$ cat src/rtl/hlsm_sched5.sv
// Six-state scheduled datapath: three operations through one shared adder/subtractor,
// a compare/select step and a final shift step that publishes x/z with a one-cycle done pulse.
module hlsm_sched5 #(
    parameter int DATAWIDTH = 64,
    parameter int OUTWIDTH  = 32
) (
    input  logic                 clk,
    input  logic                 rst_n,
    input  logic                 start_i,
    input  logic [DATAWIDTH-1:0] a_i,
    input  logic [DATAWIDTH-1:0] b_i,
    input  logic [DATAWIDTH-1:0] c_i,
    output logic                 busy_o,
    output logic                 done_o,
    output logic [OUTWIDTH-1:0]  x_o,
    output logic [OUTWIDTH-1:0]  z_o
);

    typedef enum logic [2:0] {
        IDLE  = 3'd0,
        ADD1  = 3'd1,
        ADD2  = 3'd2,
        SUB   = 3'd3,
        CMP   = 3'd4,
        SHIFT = 3'd5
    } state_t;

    state_t                state_q;
    logic [DATAWIDTH-1:0]  a_q, b_q, c_q;
    logic [DATAWIDTH-1:0]  d_q, e_q, f_q;
    logic [DATAWIDTH-1:0]  g_q, h_q;
    logic                  lt_q, eq_q;
    logic                  busy_q, done_q;
    logic [OUTWIDTH-1:0]   x_q, z_q;

    // Shared adder/subtractor: subtraction is a + ~b + 1 on the same carry chain.
    logic [DATAWIDTH-1:0]  add_rhs;
    logic                  add_sub;
    logic [DATAWIDTH-1:0]  add_res;

    always_comb begin
        add_rhs = b_q;
        add_sub = 1'b0;
        case (state_q)
            ADD2:    add_rhs = c_q;
            SUB:     add_sub = 1'b1;
            default: ;
        endcase
    end

    assign add_res = a_q + (add_rhs ^ {DATAWIDTH{add_sub}})
                   + {{(DATAWIDTH-1){1'b0}}, add_sub};

    logic                  lt_w, eq_w;
    logic [DATAWIDTH-1:0]  g_w, h_w;

    assign lt_w = (d_q < e_q);
    assign eq_w = (d_q == e_q);
    assign g_w  = lt_w ? d_q : e_q;
    assign h_w  = eq_w ? g_w : f_q;

    always_ff @(posedge clk or negedge rst_n) begin
        if (!rst_n) begin
            state_q <= IDLE;
            a_q     <= '0;
            b_q     <= '0;
            c_q     <= '0;
            d_q     <= '0;
            e_q     <= '0;
            f_q     <= '0;
            g_q     <= '0;
            h_q     <= '0;
            lt_q    <= 1'b0;
            eq_q    <= 1'b0;
            busy_q  <= 1'b0;
            done_q  <= 1'b0;
            x_q     <= '0;
            z_q     <= '0;
        end else begin
            done_q <= 1'b0;
            case (state_q)
                IDLE: begin
                    if (start_i) begin
                        a_q     <= a_i;
                        b_q     <= b_i;
                        c_q     <= c_i;
                        busy_q  <= 1'b1;
                        state_q <= ADD1;
                    end
                end
                ADD1: begin
                    d_q     <= add_res;
                    state_q <= ADD2;
                end
                ADD2: begin
                    e_q     <= add_res;
                    state_q <= SUB;
                end
                SUB: begin
                    f_q     <= add_res;
                    state_q <= CMP;
                end
                CMP: begin
                    lt_q    <= lt_w;
                    eq_q    <= eq_w;
                    g_q     <= g_w;
                    h_q     <= h_w;
                    state_q <= SHIFT;
                end
                SHIFT: begin
                    // Shift at full width first so the bit crossing into the result window is kept.
                    x_q     <= OUTWIDTH'(h_q << lt_q);
                    z_q     <= OUTWIDTH'(g_q >> eq_q);
                    done_q  <= 1'b1;
                    busy_q  <= 1'b0;
                    state_q <= IDLE;
                end
                default: begin
                    busy_q  <= 1'b0;
                    state_q <= IDLE;
                end
            endcase
        end
    end

    assign busy_o = busy_q;
    assign done_o = done_q;
    assign x_o    = x_q;
    assign z_o    = z_q;

endmodule

$ cat config.mk
export PLATFORM = sky130hd
export DESIGN_NAME = hlsm_sched5
export DESIGN_NICKNAME = d
export VERILOG_FILES = /design/src/rtl/hlsm_sched5.sv
export SDC_FILE = /design/constraint.sdc
export NUM_CORES = 1
export LEC_CHECK = 0
export ABC_AREA = 1
export CELL_PAD_IN_SITES_DETAIL_PLACEMENT = 0
export CELL_PAD_IN_SITES_GLOBAL_PLACEMENT = 1
export CORE_MARGIN = 4
export CORE_UTILIZATION = 43
export CTS_CLUSTER_SIZE = 28
export DETAILED_ROUTE_END_ITERATION = 12
export PLACE_DENSITY = 0.84
export SLEW_MARGIN = 20
export SYNTH_ARGS = -nofsm -noshare
export SYNTH_HDL_FRONTEND = slang
export SYNTH_SLANG_ARGS = --single-unit
$ cat constraint.sdc
create_clock -name clk -period 4 [get_ports clk]
set_input_delay 0.6 -clock clk [delete_from_list [all_inputs] [get_ports clk]]
set_output_delay 0.6 -clock clk [all_outputs]
set_load 0.1 [all_outputs]
==> impl_metrics.prom, run 1 <==
# TYPE chip_impl_metric gauge
chip_impl_info{name="outcome",value="finished, final reports clean"} 1
chip_impl_info{name="rsz_0062_raised_after_global_routing",value="false"} 1
chip_impl_metric{name="die_h",unit="µm"} 259
chip_impl_metric{name="cts_made_buffers",unit=""} 54
chip_impl_metric{name="areaGrowthSynthToFinish",unit="%"} 21.9
chip_impl_metric{name="synth.ff_latch_count",unit=""} 488
chip_impl_metric{name="final-seq-area",unit="µm²"} 12200
chip_impl_metric{name="timing_worst_slew_pin_value",unit="ns"} 1.09
chip_impl_metric{name="clk-insertion-delay-late",unit="ns"} 0.64
chip_impl_metric{name="maxClockFrequency",unit="MHz"} 262
chip_impl_metric{name="syn_avg_cell_area",unit="µm²"} 7.69
chip_impl_metric{name="critical_path.max_fanout",unit=""} 64
chip_impl_metric{name="grt_remaining_overflow",unit=""} 0
chip_impl_metric{name="detail_route.vias_per_cell",unit=""} 5.09
chip_impl_metric{name="grt_usage",unit="%"} 24.5
chip_impl_metric{name="sequential_to_total_area_share_from_yosys_stat",unit="%"} 45.2
chip_impl_metric{name="route.vias.total",unit=""} 23700
chip_impl_metric{name="synth_top_cell_area_share",unit="%"} 45.2
chip_impl_metric{name="synth-edff-count",unit=""} 0
chip_impl_info{name="worst_hold_path_type",value="input port to async pin"} 1
chip_impl_metric{name="whs",unit="ns"} 0.0236
chip_impl_metric{name="hold_buffers",unit=""} 0
chip_impl_metric{name="num_rows",unit=""} 91
chip_impl_info{name="clock_tree.root_cell",value="sky130_fd_sc_hd__clkbuf_16"} 1
chip_impl_metric{name="cts-root-to-sink-buffers",unit=""} 3
chip_impl_metric{name="initial_utilization",unit="%"} 43.7
chip_impl_metric{name="postCtsSetupBuffers",unit=""} 0
chip_impl_info{name="timing.rr.start",value="state_q[1]$_DFFE_PN0N_"} 1
chip_impl_metric{name="cts_resized",unit=""} 0
chip_impl_metric{name="pin_count_of_the_biggest_net_entering_global_routing",unit=""} 130
chip_impl_metric{name="drv.max_cap_violation_count",unit=""} 0
chip_impl_metric{name="final_antenna_net_count",unit=""} 0
chip_impl_metric{name="yosysWarnings",unit=""} 0
chip_impl_metric{name="chipWidth",unit="µm"} 259
chip_impl_metric{name="synthArstFlopShare",unit="%"} 100
chip_impl_metric{name="finClkSkew",unit="ns"} 0.0367
chip_impl_info{name="critPathKind",value="register to register"} 1
chip_impl_metric{name="drt-pass1-iter-count",unit=""} 5
chip_impl_metric{name="postSynthNetCount",unit=""} 3847
chip_impl_metric{name="first_global_vias",unit=""} 23400
chip_impl_metric{name="design.portCount",unit=""} 261
chip_impl_info{name="critical_path.startpoint_type",value="register"} 1
chip_impl_metric{name="drtIter0Drc",unit=""} 1748
chip_impl_info{name="yosysMostFrequentCell",value="sky130_fd_sc_hd__nand2_1"} 1
chip_impl_metric{name="final-hold-violation-count",unit=""} 0
chip_impl_info{name="regToRegEndpoint",value="e_q[36]$_DFFE_PN0P_"} 1
chip_impl_metric{name="cts_num_sinks",unit=""} 488
chip_impl_metric{name="number_of_antenna_violations_at_the_first_check_in_global_routing",unit=""} 2
chip_impl_metric{name="min_period_over_period",unit="%"} 95.6
chip_impl_metric{name="final_layout_size_suffix_gt1_share",unit="%"} 7.36
chip_impl_metric{name="remaining_drc_errors",unit=""} 0
chip_impl_metric{name="finalSetupViolations",unit=""} 0
chip_impl_metric{name="core_area",unit="µm²"} 61900
chip_impl_metric{name="dieArea",unit="µm²"} 67000
chip_impl_metric{name="routed_wl",unit="µm"} 82100
chip_impl_info{name="tritoncts",value="done"} 1
chip_impl_metric{name="port_buffers",unit=""} 260
chip_impl_metric{name="arrival",unit="ns"} 4.30
chip_impl_metric{name="dp_hpwl",unit="µm"} 62200
chip_impl_metric{name="worstPathRequired",unit="ns"} 4.48
chip_impl_metric{name="ff2ff_setup_slack",unit="ns"} 0.18
chip_impl_metric{name="finalMaxSlewViolations",unit=""} 0
chip_impl_metric{name="yosys.cell_types.count",unit=""} 51
chip_impl_metric{name="total_area_of_multi_input_combinational_cells",unit="µm²"} 13100
chip_impl_info{name="synth.top_cells.by_count",value="sky130_fd_sc_hd__nand2_1, sky130_fd_sc_hd__dfrtp_1, sky130_fd_sc_hd__inv_1"} 1
chip_impl_metric{name="fillers",unit=""} 6128
chip_impl_metric{name="worst_slew_margin_rel",unit="%"} 27.1
chip_impl_metric{name="fin_setup_tns",unit="ns"} 0
chip_impl_metric{name="wl_per_cell",unit="µm"} 17.6
chip_impl_metric{name="synthCells",unit=""} 3519
chip_impl_metric{name="grt_first_pass_wirelength",unit="µm"} 131000
chip_impl_metric{name="synthesis.area",unit="µm²"} 27000
chip_impl_metric{name="nNetsFinal",unit=""} 4101
chip_impl_metric{name="ctsHtreeMaxLevel",unit=""} 2
chip_impl_metric{name="timing.reg2reg.worst_path_depth",unit=""} 13
chip_impl_metric{name="cts.clk_slew.worst_paths",unit="ns"} 0.06
chip_impl_info{name="ys.flop_type",value="sky130_fd_sc_hd__dfrtp_1"} 1
chip_impl_metric{name="finalCriticalPeriod",unit="ns"} 3.82
chip_impl_info{name="yosys-top-cells-area",value="sky130_fd_sc_hd__dfrtp_1, sky130_fd_sc_hd__nand2_1, sky130_fd_sc_hd__ha_1"} 1
chip_impl_metric{name="place.gp.congestion",unit=""} 0.942
chip_impl_info{name="synthDominantAreaCellType",value="sky130_fd_sc_hd__dfrtp_1"} 1
chip_impl_info{name="worstSetupEndpointType",value="register"} 1
metal layers:
layer / wire (µm) / vias to the layer above / global-route usage (%)
li1: - / 11900 / -
met3: 4060 / 108 / 3.26
met2: 37100 / 586 / 39.0
met5: 13 / - / 0
met1: 39100 / 11100 / 35.8
met4: 1850 / 2 / 5.56
kinds of logic after synthesis:
group	synth area share [%]
buf+inv	6.70
fa+ha+maj	6.18
flops	45.2
simple gates	26.9
xor+xnor	3.10
compound gates	12.0
worst max-delay path: stages (launching register included):
cell and delay (ns):
sky130_fd_sc_hd__dfrtp_1 0.62, sky130_fd_sc_hd__nand2_8 0.19, sky130_fd_sc_hd__buf_12 0.23, sky130_fd_sc_hd__o21ai_0 0.29, sky130_fd_sc_hd__xor2_1 0.18, sky130_fd_sc_hd__ha_1 0.34
sky130_fd_sc_hd__a21oi_1 0.33, sky130_fd_sc_hd__o21ai_0 0.21, sky130_fd_sc_hd__a21oi_1 0.26, sky130_fd_sc_hd__o21ai_1 0.20, sky130_fd_sc_hd__buf_4 0.17, sky130_fd_sc_hd__nand3b_1 0.18
sky130_fd_sc_hd__xnor2_1 0.32, sky130_fd_sc_hd__o21ai_1 0.10
metrics by stage:
step / utilization [%] / cells / worst slack, ns / cell area (µm²)
after global placement: 49.9 / 4554 / 0.137 / 30900
final: 53.2 / 4656 / 0.177 / 33000
after global routing: 53.2 / 4656 / 0.0257 / 33000
after floorplan: - / 3519 / 0.895 / 27000
after detailed placement: 49.9 / 4554 / 0.107 / 30900
after CTS: 53.2 / 4655 / 0.0767 / 32900
state kept, by name, summed over array words and instances, names as in the netlist:
register  cells
a_q          64
b_q          64
c_q          64
d_q          64
e_q          64
g_q          33
f_q          32
h_q          32
x_o          32
z_o          32
state_q       3
busy_o        1
done_o        1
eq_q          1
lt_q          1
layout by cell type (no fill, tap or decap), types with 7 or more instances in the layout:
master and instances:
sky130_fd_sc_hd__clkinv_2 13, sky130_fd_sc_hd__nand2_1 1180, sky130_fd_sc_hd__nand4_1 13, sky130_fd_sc_hd__o21ai_0 290, sky130_fd_sc_hd__xnor2_1 20, sky130_fd_sc_hd__ha_1 132
sky130_fd_sc_hd__a21oi_1 120, sky130_fd_sc_hd__nand3_2 14, sky130_fd_sc_hd__inv_1 295, sky130_fd_sc_hd__a31oi_1 104, sky130_fd_sc_hd__clkbuf_16 54, sky130_fd_sc_hd__o21ai_1 19
sky130_fd_sc_hd__nor4_1 7, sky130_fd_sc_hd__buf_12 14, sky130_fd_sc_hd__clkbuf_1 8, sky130_fd_sc_hd__xor2_1 72, sky130_fd_sc_hd__nor3_1 15, sky130_fd_sc_hd__nand3_1 199
sky130_fd_sc_hd__or2_2 29, sky130_fd_sc_hd__nor2_1 248, sky130_fd_sc_hd__bufinv_16 11, sky130_fd_sc_hd__buf_4 75, sky130_fd_sc_hd__nand2_2 16, sky130_fd_sc_hd__nor3_2 7
sky130_fd_sc_hd__o21bai_1 10, sky130_fd_sc_hd__nand3b_1 12, sky130_fd_sc_hd__a21o_1 16, sky130_fd_sc_hd__dfrtp_1 488, sky130_fd_sc_hd__clkdlybuf4s50_1 259
worst max-delay path by stage:
stage | startpoint | endpoint | slack [ns] | cells after the start
global route | state_q[1]$_DFFE_PN0N_ | e_q[50]$_DFFE_PN0P_ | 0.03 | 15
floorplan | state_q[2]$_DFFE_PN0N_ | f_q[28]$_DFFE_PN0N_ | 0.90 | 19
detailed placement | state_q[2]$_DFFE_PN0N_ | e_q[56]$_DFFE_PN0P_ | 0.11 | 16
global placement | state_q[2]$_DFFE_PN0N_ | e_q[36]$_DFFE_PN0P_ | 0.14 | 14
CTS | state_q[2]$_DFFE_PN0N_ | e_q[56]$_DFFE_PN0P_ | 0.08 | 16
finish | state_q[1]$_DFFE_PN0N_ | e_q[36]$_DFFE_PN0P_ | 0.18 | 13
final cells by class:
class / count / area share, %
multi-input cells: 2577 / 39.7
flip-flops and latches: 488 / 37.1
repair buffers: 350 / 10.5
clock buffers: 68 / 4.44
inverters: 302 / 3.46
well taps: 837 / 3.18
clock inverters: 33 / 1.61
diodes: 1 / 0.00759
Power of run 1 is not shown: default switching activity piles up to over one toggle a cycle in this logic, so the estimate is an artifact.
==> run 2, diff against run 1 <==
RECOVER_POWER = 100   (was default)
==> run 2 against run 1 <==
  * The run now ends with max-capacitance violations, max-slew violations left
  * Sequential share of layout area increased by 0.30 points
  * Clock skew is 0.0017 ns lower
  * Sequential cell count stayed put
  * First-iteration DRC count decreased by 3.0%
  * Final area shrank 0.82%
  * Count of clock-buffer cells in the layout stayed put
  * Highest routed layer unchanged
  * Die area stayed put
  * Largest cell class unchanged
  * Core utilization shrank 0.43 points
  * Cell count is the same
  * Routed wire length about the same
  * Via count is 0.11% higher
==> impl_metrics.prom, run 2 (synthesized netlist as in run 1, its figures left out) <==
# TYPE chip_impl_metric gauge
chip_impl_metric{name="wl_per_cell",unit="µm"} 17.6
chip_impl_info{name="final_common_cell",value="sky130_fd_sc_hd__nand2_1"} 1
chip_impl_metric{name="cts_num_sinks",unit=""} 488
chip_impl_info{name="worstSetupEndpointType",value="register"} 1
chip_impl_metric{name="arrival",unit="ns"} 4.22
chip_impl_info{name="regToRegEndpoint",value="e_q[36]$_DFFE_PN0P_"} 1
chip_impl_metric{name="dieArea",unit="µm²"} 67000
chip_impl_metric{name="post-route-cell-area",unit="µm²"} 32700
chip_impl_metric{name="worst_slew_margin_rel",unit="%"} -97.7
chip_impl_metric{name="routed_wl",unit="µm"} 82100
chip_impl_metric{name="final_layout_size_suffix_gt1_share",unit="%"} 6.44
chip_impl_info{name="min-delay-start",value="c_q[39]$_DFFE_PN0P_"} 1
chip_impl_metric{name="cts-root-to-sink-buffers",unit=""} 3
chip_impl_metric{name="num_rows",unit=""} 91
chip_impl_metric{name="pin_count_of_the_biggest_net_entering_global_routing",unit=""} 130
chip_impl_metric{name="core_area",unit="µm²"} 61900
chip_impl_metric{name="drtIter0Drc",unit=""} 1695
chip_impl_metric{name="initial_utilization",unit="%"} 43.7
chip_impl_metric{name="final_antenna_net_count",unit=""} 0
chip_impl_metric{name="drt-pass1-iter-count",unit=""} 8
chip_impl_info{name="whs_endpoint",value="c_q[39]$_DFFE_PN0P_"} 1
chip_impl_metric{name="finalMaxSlewViolations",unit=""} 509
chip_impl_info{name="violated_checks",value="max-capacitance violations, max-slew violations"} 1
chip_impl_metric{name="nNetsFinal",unit=""} 4101
chip_impl_metric{name="ff2ff_setup_slack",unit="ns"} 0.22
chip_impl_metric{name="grt_remaining_overflow",unit=""} 0
chip_impl_metric{name="timing.reg2reg.worst_path_depth",unit=""} 14
chip_impl_info{name="critPathKind",value="register to register"} 1
chip_impl_metric{name="grt_usage",unit="%"} 24.5
chip_impl_metric{name="drv.max_cap_violation_count",unit=""} 6
chip_impl_metric{name="finalSetupViolations",unit=""} 0
chip_impl_info{name="timing.rr.start",value="state_q[2]$_DFFE_PN0N_"} 1
chip_impl_metric{name="final_util",unit="%"} 52.8
chip_impl_metric{name="number_of_antenna_violations_at_the_first_check_in_global_routing",unit=""} 2
chip_impl_metric{name="maxClockFrequency",unit="MHz"} 265
chip_impl_metric{name="hold_path_cell_cnt",unit=""} 2
chip_impl_metric{name="fin_setup_tns",unit="ns"} 0
chip_impl_info{name="rsz_0062_raised_after_global_routing",value="false"} 1
chip_impl_info{name="worst_hold_path_type",value="register to register"} 1
chip_impl_metric{name="finClkSkew",unit="ns"} 0.0350
chip_impl_metric{name="timing_worst_slew_pin_value",unit="ns"} 2.96
chip_impl_metric{name="route.vias.total",unit=""} 23700
chip_impl_metric{name="ctsHtreeMaxLevel",unit=""} 2
chip_impl_metric{name="dp_hpwl",unit="µm"} 62200
chip_impl_metric{name="grt_first_pass_wirelength",unit="µm"} 131000
chip_impl_metric{name="critical_path.max_fanout",unit=""} 64
chip_impl_metric{name="areaGrowthSynthToFinish",unit="%"} 20.9
chip_impl_metric{name="design.portCount",unit=""} 261
chip_impl_metric{name="place.gp.congestion",unit=""} 0.942
chip_impl_metric{name="remaining_drc_errors",unit=""} 0
chip_impl_info{name="highest_count_cells_in_the_layout_ignoring_fill_and_taps",value="sky130_fd_sc_hd__nand2_1, sky130_fd_sc_hd__dfrtp_1, sky130_fd_sc_hd__o21ai_0"} 1
chip_impl_metric{name="port_buffers",unit=""} 260
chip_impl_info{name="clock_tree.root_cell",value="sky130_fd_sc_hd__clkbuf_16"} 1
chip_impl_metric{name="clk-insertion-delay-late",unit="ns"} 0.64
chip_impl_metric{name="detail_route.vias_per_cell",unit=""} 5.10
chip_impl_info{name="critical_path.startpoint_type",value="register"} 1
chip_impl_metric{name="cts_made_buffers",unit=""} 54
chip_impl_metric{name="first_global_vias",unit=""} 23400
chip_impl_info{name="outcome",value="finished, violations left"} 1
chip_impl_metric{name="die_h",unit="µm"} 259
chip_impl_info{name="tritoncts",value="done"} 1
chip_impl_metric{name="finalCriticalPeriod",unit="ns"} 3.78
chip_impl_metric{name="worstPathRequired",unit="ns"} 4.44
chip_impl_metric{name="dpl-instance-area",unit="µm²"} 30900
chip_impl_metric{name="final-hold-violation-count",unit=""} 0
chip_impl_metric{name="chipWidth",unit="µm"} 259
chip_impl_metric{name="cts.clk_slew.worst_paths",unit="ns"} 0.06
chip_impl_metric{name="min_period_over_period",unit="%"} 94.4
==> run 2: cell count changes in the layout (fill, tap and decap cells not counted), moves of 11 or more <==
cell                              change
sky130_fd_sc_hd__clkdlybuf4s50_1     -66
sky130_fd_sc_hd__dlygate4sd3_1       +66
sky130_fd_sc_hd__buf_4               -19
sky130_fd_sc_hd__nand2_1             +12
sky130_fd_sc_hd__clkbuf_1            +11
==> run 2: area by class of cell <==
type,count,area [µm²]
inverters,302,1140
flip-flops and latches,488,12200
repair buffers,350,3280
diodes,1,2.50
clock inverters,33,531
fillers,6165,29300
multi-input cells,2577,13000
clock buffers,68,1460
well taps,837,1050
==> run 2: critical path: stages (launching register included) <==
cell and delay [ns]:
sky130_fd_sc_hd__dfrtp_1 0.44, sky130_fd_sc_hd__nor2_4 0.22, sky130_fd_sc_hd__nand2_8 0.15, sky130_fd_sc_hd__buf_12 0.23, sky130_fd_sc_hd__o21ai_0 0.27, sky130_fd_sc_hd__xor2_1 0.17, sky130_fd_sc_hd__ha_1 0.34, sky130_fd_sc_hd__a21oi_1 0.33
sky130_fd_sc_hd__o21ai_0 0.20, sky130_fd_sc_hd__a21oi_1 0.26, sky130_fd_sc_hd__o21ai_1 0.19, sky130_fd_sc_hd__buf_4 0.17, sky130_fd_sc_hd__nand3b_1 0.18, sky130_fd_sc_hd__xnor2_1 0.29, sky130_fd_sc_hd__o21ai_0 0.11
==> run 2: metal layers <==
metal	global-route usage, %	wire, µm	up-vias
li1	-	-	11900
met1	35.8	39100	11100
met2	39.0	37200	573
met3	3.26	3890	111
met4	5.56	1850	2
met5	0	13	-
==> run 2: what timing repair did <==
item | in CTS | in global routing
resized for setup | 0 | 10
hold buffers | 0 | 0
endpoints found under the setup margin | 0 | 32
buffers inserted | 0 | 0
==> run 2: per-stage QoR <==
step	std cells	hold slack, ns	worst slack, ns
after floorplan	3519	0.304	0.895
after global placement	4554	0.456	0.137
after detailed placement	4554	0.460	0.107
after CTS	4655	0.0511	0.0767
after global routing	4656	0.495	0.0138
final	4656	0.474	0.222
==> run 2: worst max-delay path by stage <==
stage	from	to	slack, ns
after floorplan	state_q[2]$_DFFE_PN0N_	f_q[28]$_DFFE_PN0N_	0.90
after global placement	state_q[2]$_DFFE_PN0N_	e_q[36]$_DFFE_PN0P_	0.14
after detailed placement	state_q[2]$_DFFE_PN0N_	e_q[56]$_DFFE_PN0P_	0.11
after CTS	state_q[2]$_DFFE_PN0N_	e_q[56]$_DFFE_PN0P_	0.08
after global routing	e_q[15]$_DFFE_PN0P_	h_q[19]$_DFFE_PN0P_	0.01
final	state_q[2]$_DFFE_PN0N_	e_q[36]$_DFFE_PN0P_	0.22
Power of run 2 is left out for the same reason.
==> run 3, diff against run 2 <==
CORE_MARGIN = default   (was 4)
==> run 3 against run 2 <==
  * The flow still finishes with violations (max-capacitance violations, max-slew violations)
  * Core utilization fell by 0.13 points
  * Critical path depth rose by 2
  * Critical endpoint is now e_q[30]$_DFFE_PN0P_
  * Worst hold slack got worse by 0.0031 ns
  * Sequential share of layout area rose by 0.094 points
  * Non-clock buffer count fell by 2
  * Global-route usage rose by 0.91 points
  * Maximum frequency rose by 1.1%
  * Highest routed layer is now met4
==> impl_metrics.prom, run 3 (synthesized netlist as in run 1, its figures left out) <==
# TYPE chip_impl_metric gauge
chip_impl_metric{name="min_period_over_period",unit="%"} 93.4
chip_impl_metric{name="clk-insertion-delay-late",unit="ns"} 0.62
chip_impl_info{name="outcome",value="finished, violations left"} 1
chip_impl_metric{name="antenna_cells_inserted",unit=""} 0
chip_impl_metric{name="cts.clk_slew.worst_paths",unit="ns"} 0.06
chip_impl_info{name="cp_cell_instances",value="nor2_4 > nand2_8 > o21ai_0 > clkbuf_1 > xor2_1 > fa_1 > nor3_1 > nor2_1 > o21ai_2 > nand2_1 > nand3_2 > nand2_1 > nand2_1 > xnor2_1 > buf_4 > o21ai_0"} 1
chip_impl_metric{name="finClkSkew",unit="ns"} 0.0237
chip_impl_metric{name="drtIter0Drc",unit=""} 1544
chip_impl_metric{name="ff2ff_setup_slack",unit="ns"} 0.26
chip_impl_metric{name="die_h",unit="µm"} 253
chip_impl_metric{name="num_rows",unit=""} 91
chip_impl_metric{name="wl_per_cell",unit="µm"} 17.2
chip_impl_info{name="tritoncts",value="done"} 1
chip_impl_info{name="cpLargestDelayFamily",value="simple AND/OR/NAND/NOR gates"} 1
chip_impl_metric{name="final_layout_size_suffix_gt1_share",unit="%"} 6.18
chip_impl_info{name="crit_path_end",value="e_q[30]$_DFFE_PN0P_"} 1
chip_impl_metric{name="timing.reg2reg.worst_path_depth",unit=""} 16
chip_impl_metric{name="grt_first_pass_wirelength",unit="µm"} 128000
chip_impl_info{name="highest_count_cells_in_the_layout_ignoring_fill_and_taps",value="sky130_fd_sc_hd__nand2_1, sky130_fd_sc_hd__dfrtp_1, sky130_fd_sc_hd__inv_1"} 1
chip_impl_metric{name="drv.max_cap_violation_count",unit=""} 5
chip_impl_metric{name="remaining_drc_errors",unit=""} 0
chip_impl_info{name="worstSetupEndpointType",value="register"} 1
chip_impl_info{name="rsz_0062_raised_after_global_routing",value="false"} 1
chip_impl_info{name="violated_checks",value="max-capacitance violations, max-slew violations"} 1
chip_impl_metric{name="grt_remaining_overflow",unit=""} 0
chip_impl_metric{name="core_area",unit="µm²"} 61900
chip_impl_metric{name="number_of_antenna_violations_at_the_first_check_in_global_routing",unit=""} 0
chip_impl_metric{name="critical_path.max_fanout",unit=""} 28
chip_impl_metric{name="cts_made_buffers",unit=""} 54
chip_impl_metric{name="chipWidth",unit="µm"} 253
chip_impl_metric{name="route.vias.total",unit=""} 23600
chip_impl_metric{name="dieArea",unit="µm²"} 63900
chip_impl_info{name="worst_hold_path_type",value="register to register"} 1
chip_impl_metric{name="hold_buffers",unit=""} 0
chip_impl_metric{name="initial_utilization",unit="%"} 43.7
chip_impl_metric{name="design.portCount",unit=""} 261
chip_impl_metric{name="finalCriticalPeriod",unit="ns"} 3.74
chip_impl_metric{name="dp_hpwl",unit="µm"} 61200
chip_impl_metric{name="final_antenna_net_count",unit=""} 0
chip_impl_metric{name="areaGrowthSynthToFinish",unit="%"} 20.6
chip_impl_metric{name="worst_slew_margin_rel",unit="%"} -102
chip_impl_metric{name="first_global_vias",unit=""} 23000
chip_impl_info{name="timing.rr.start",value="state_q[0]$_DFFE_PN0N_"} 1
chip_impl_metric{name="routed_wl",unit="µm"} 80200
chip_impl_info{name="regToRegEndpoint",value="e_q[30]$_DFFE_PN0P_"} 1
chip_impl_metric{name="fin_setup_tns",unit="ns"} 0
chip_impl_metric{name="place.gp.congestion",unit=""} 0.979
chip_impl_metric{name="cts_num_sinks",unit=""} 488
chip_impl_info{name="critical_path.startpoint_type",value="register"} 1
chip_impl_metric{name="critPathBufInv",unit=""} 2
chip_impl_metric{name="port_buffers",unit=""} 260
chip_impl_info{name="final_common_cell",value="sky130_fd_sc_hd__nand2_1"} 1
chip_impl_metric{name="detail_route.vias_per_cell",unit=""} 5.07
chip_impl_info{name="worst_path_max_delay_cell",value="sky130_fd_sc_hd__fa_1"} 1
chip_impl_metric{name="ctsHtreeMaxLevel",unit=""} 2
chip_impl_metric{name="critical_path_cell_count",unit=""} 16
chip_impl_metric{name="drt-pass1-iter-count",unit=""} 5
chip_impl_metric{name="whs",unit="ns"} 0.470
chip_impl_metric{name="final-hold-violation-count",unit=""} 0
chip_impl_metric{name="finalMaxSlewViolations",unit=""} 424
chip_impl_metric{name="maxClockFrequency",unit="MHz"} 268
chip_impl_info{name="crit_start",value="state_q[0]$_DFFE_PN0N_"} 1
chip_impl_info{name="clock_tree.root_cell",value="sky130_fd_sc_hd__clkbuf_16"} 1
chip_impl_metric{name="pin_count_of_the_biggest_net_entering_global_routing",unit=""} 126
chip_impl_metric{name="timing_worst_slew_pin_value",unit="ns"} 3.03
chip_impl_info{name="most_common_cell_on_crit_path",value="sky130_fd_sc_hd__nand2_1"} 1
chip_impl_metric{name="finalSetupViolations",unit=""} 0
chip_impl_metric{name="arrival",unit="ns"} 4.19
chip_impl_metric{name="nNetsFinal",unit=""} 4100
chip_impl_metric{name="cts-root-to-sink-buffers",unit=""} 3
chip_impl_metric{name="worst_path_largest_cell_delay",unit="ns"} 0.48
chip_impl_metric{name="grt_usage",unit="%"} 25.4
chip_impl_info{name="critPathKind",value="register to register"} 1
chip_impl_metric{name="worstPathRequired",unit="ns"} 4.45
-- run 3: worst reg2reg max path, cell delays in order (launching register included) --
cell and delay (ns):
sky130_fd_sc_hd__dfrtp_1 0.45, sky130_fd_sc_hd__nor2_4 0.26, sky130_fd_sc_hd__nand2_8 0.18, sky130_fd_sc_hd__o21ai_0 0.31, sky130_fd_sc_hd__clkbuf_1 0.22, sky130_fd_sc_hd__xor2_1 0.13, sky130_fd_sc_hd__fa_1 0.49, sky130_fd_sc_hd__nor3_1 0.22
sky130_fd_sc_hd__nor2_1 0.11, sky130_fd_sc_hd__o21ai_2 0.18, sky130_fd_sc_hd__nand2_1 0.09, sky130_fd_sc_hd__nand3_2 0.16, sky130_fd_sc_hd__nand2_1 0.09, sky130_fd_sc_hd__nand2_1 0.24, sky130_fd_sc_hd__xnor2_1 0.19, sky130_fd_sc_hd__buf_4 0.17
sky130_fd_sc_hd__o21ai_0 0.07
-- run 3: per-stage QoR --
stage,instances,setup slack [ns],cell area (µm²),utilization [%]
finish,4654,0.264,32600,52.6
global route,4654,0.00849,32600,52.6
detailed placement,4551,-0.273,30900,49.9
global placement,4551,-0.305,30900,49.9
CTS,4652,0.0867,32800,53.0
floorplan,3519,0.895,27000,-
-- run 3: final cells by class --
type,count,area (µm²)
Clock inverter,24,358
Clock buffer,77,1560
Inverter,302,1140
Tap cell,837,1050
Fill cell,6103,29300
Multi-Input combinational cell,2578,13100
Sequential cell,488,12200
Timing Repair Buffer,348,3230
-- run 3: worst min-delay path by stage --
stage                        start             endpoint  slack [ns]  cells past startpoint
6_report       c_q[35]$_DFFE_PN0P_  c_q[35]$_DFFE_PN0P_        0.47                      2
5_1_grt         c_q[1]$_DFFE_PN0P_   c_q[1]$_DFFE_PN0P_        0.49                      2
4_1_cts                      rst_n   x_o[9]$_DFFE_PN0P_        0.12                      1
3_5_place_dp   c_q[61]$_DFFE_PN0P_  c_q[61]$_DFFE_PN0P_        0.46                      2
3_3_place_gp   c_q[24]$_DFFE_PN0P_  c_q[24]$_DFFE_PN0P_        0.46                      2
2_1_floorplan                rst_n   a_q[0]$_DFFE_PN0P_        0.30                      0
-- run 3: per-layer routing --
layer | GRT usage [%] | up-vias | routed length (µm) | part of all wire [%]
met2 | 41.1 | 524 | 37000 | 46
met1 | 36.4 | 11100 | 38400 | 48
met4 | 5.45 | 0 | 1330 | 1.7
met5 | 0 | - | 0 | 0
met3 | 3.08 | 87 | 3360 | 4.2
li1 | - | 11900 | - | -
-- run 3: what timing repair did --
action                                 in CTS  in global routing
setup endpoints to repair                   6                 33
setup buffers                               0                  1
pin swaps                                   0                  1
gates cloned                                0                  1
resized for setup                           2                 13
endpoints found under the hold margin       0                  0
Power of run 3 is left out for the same reason.
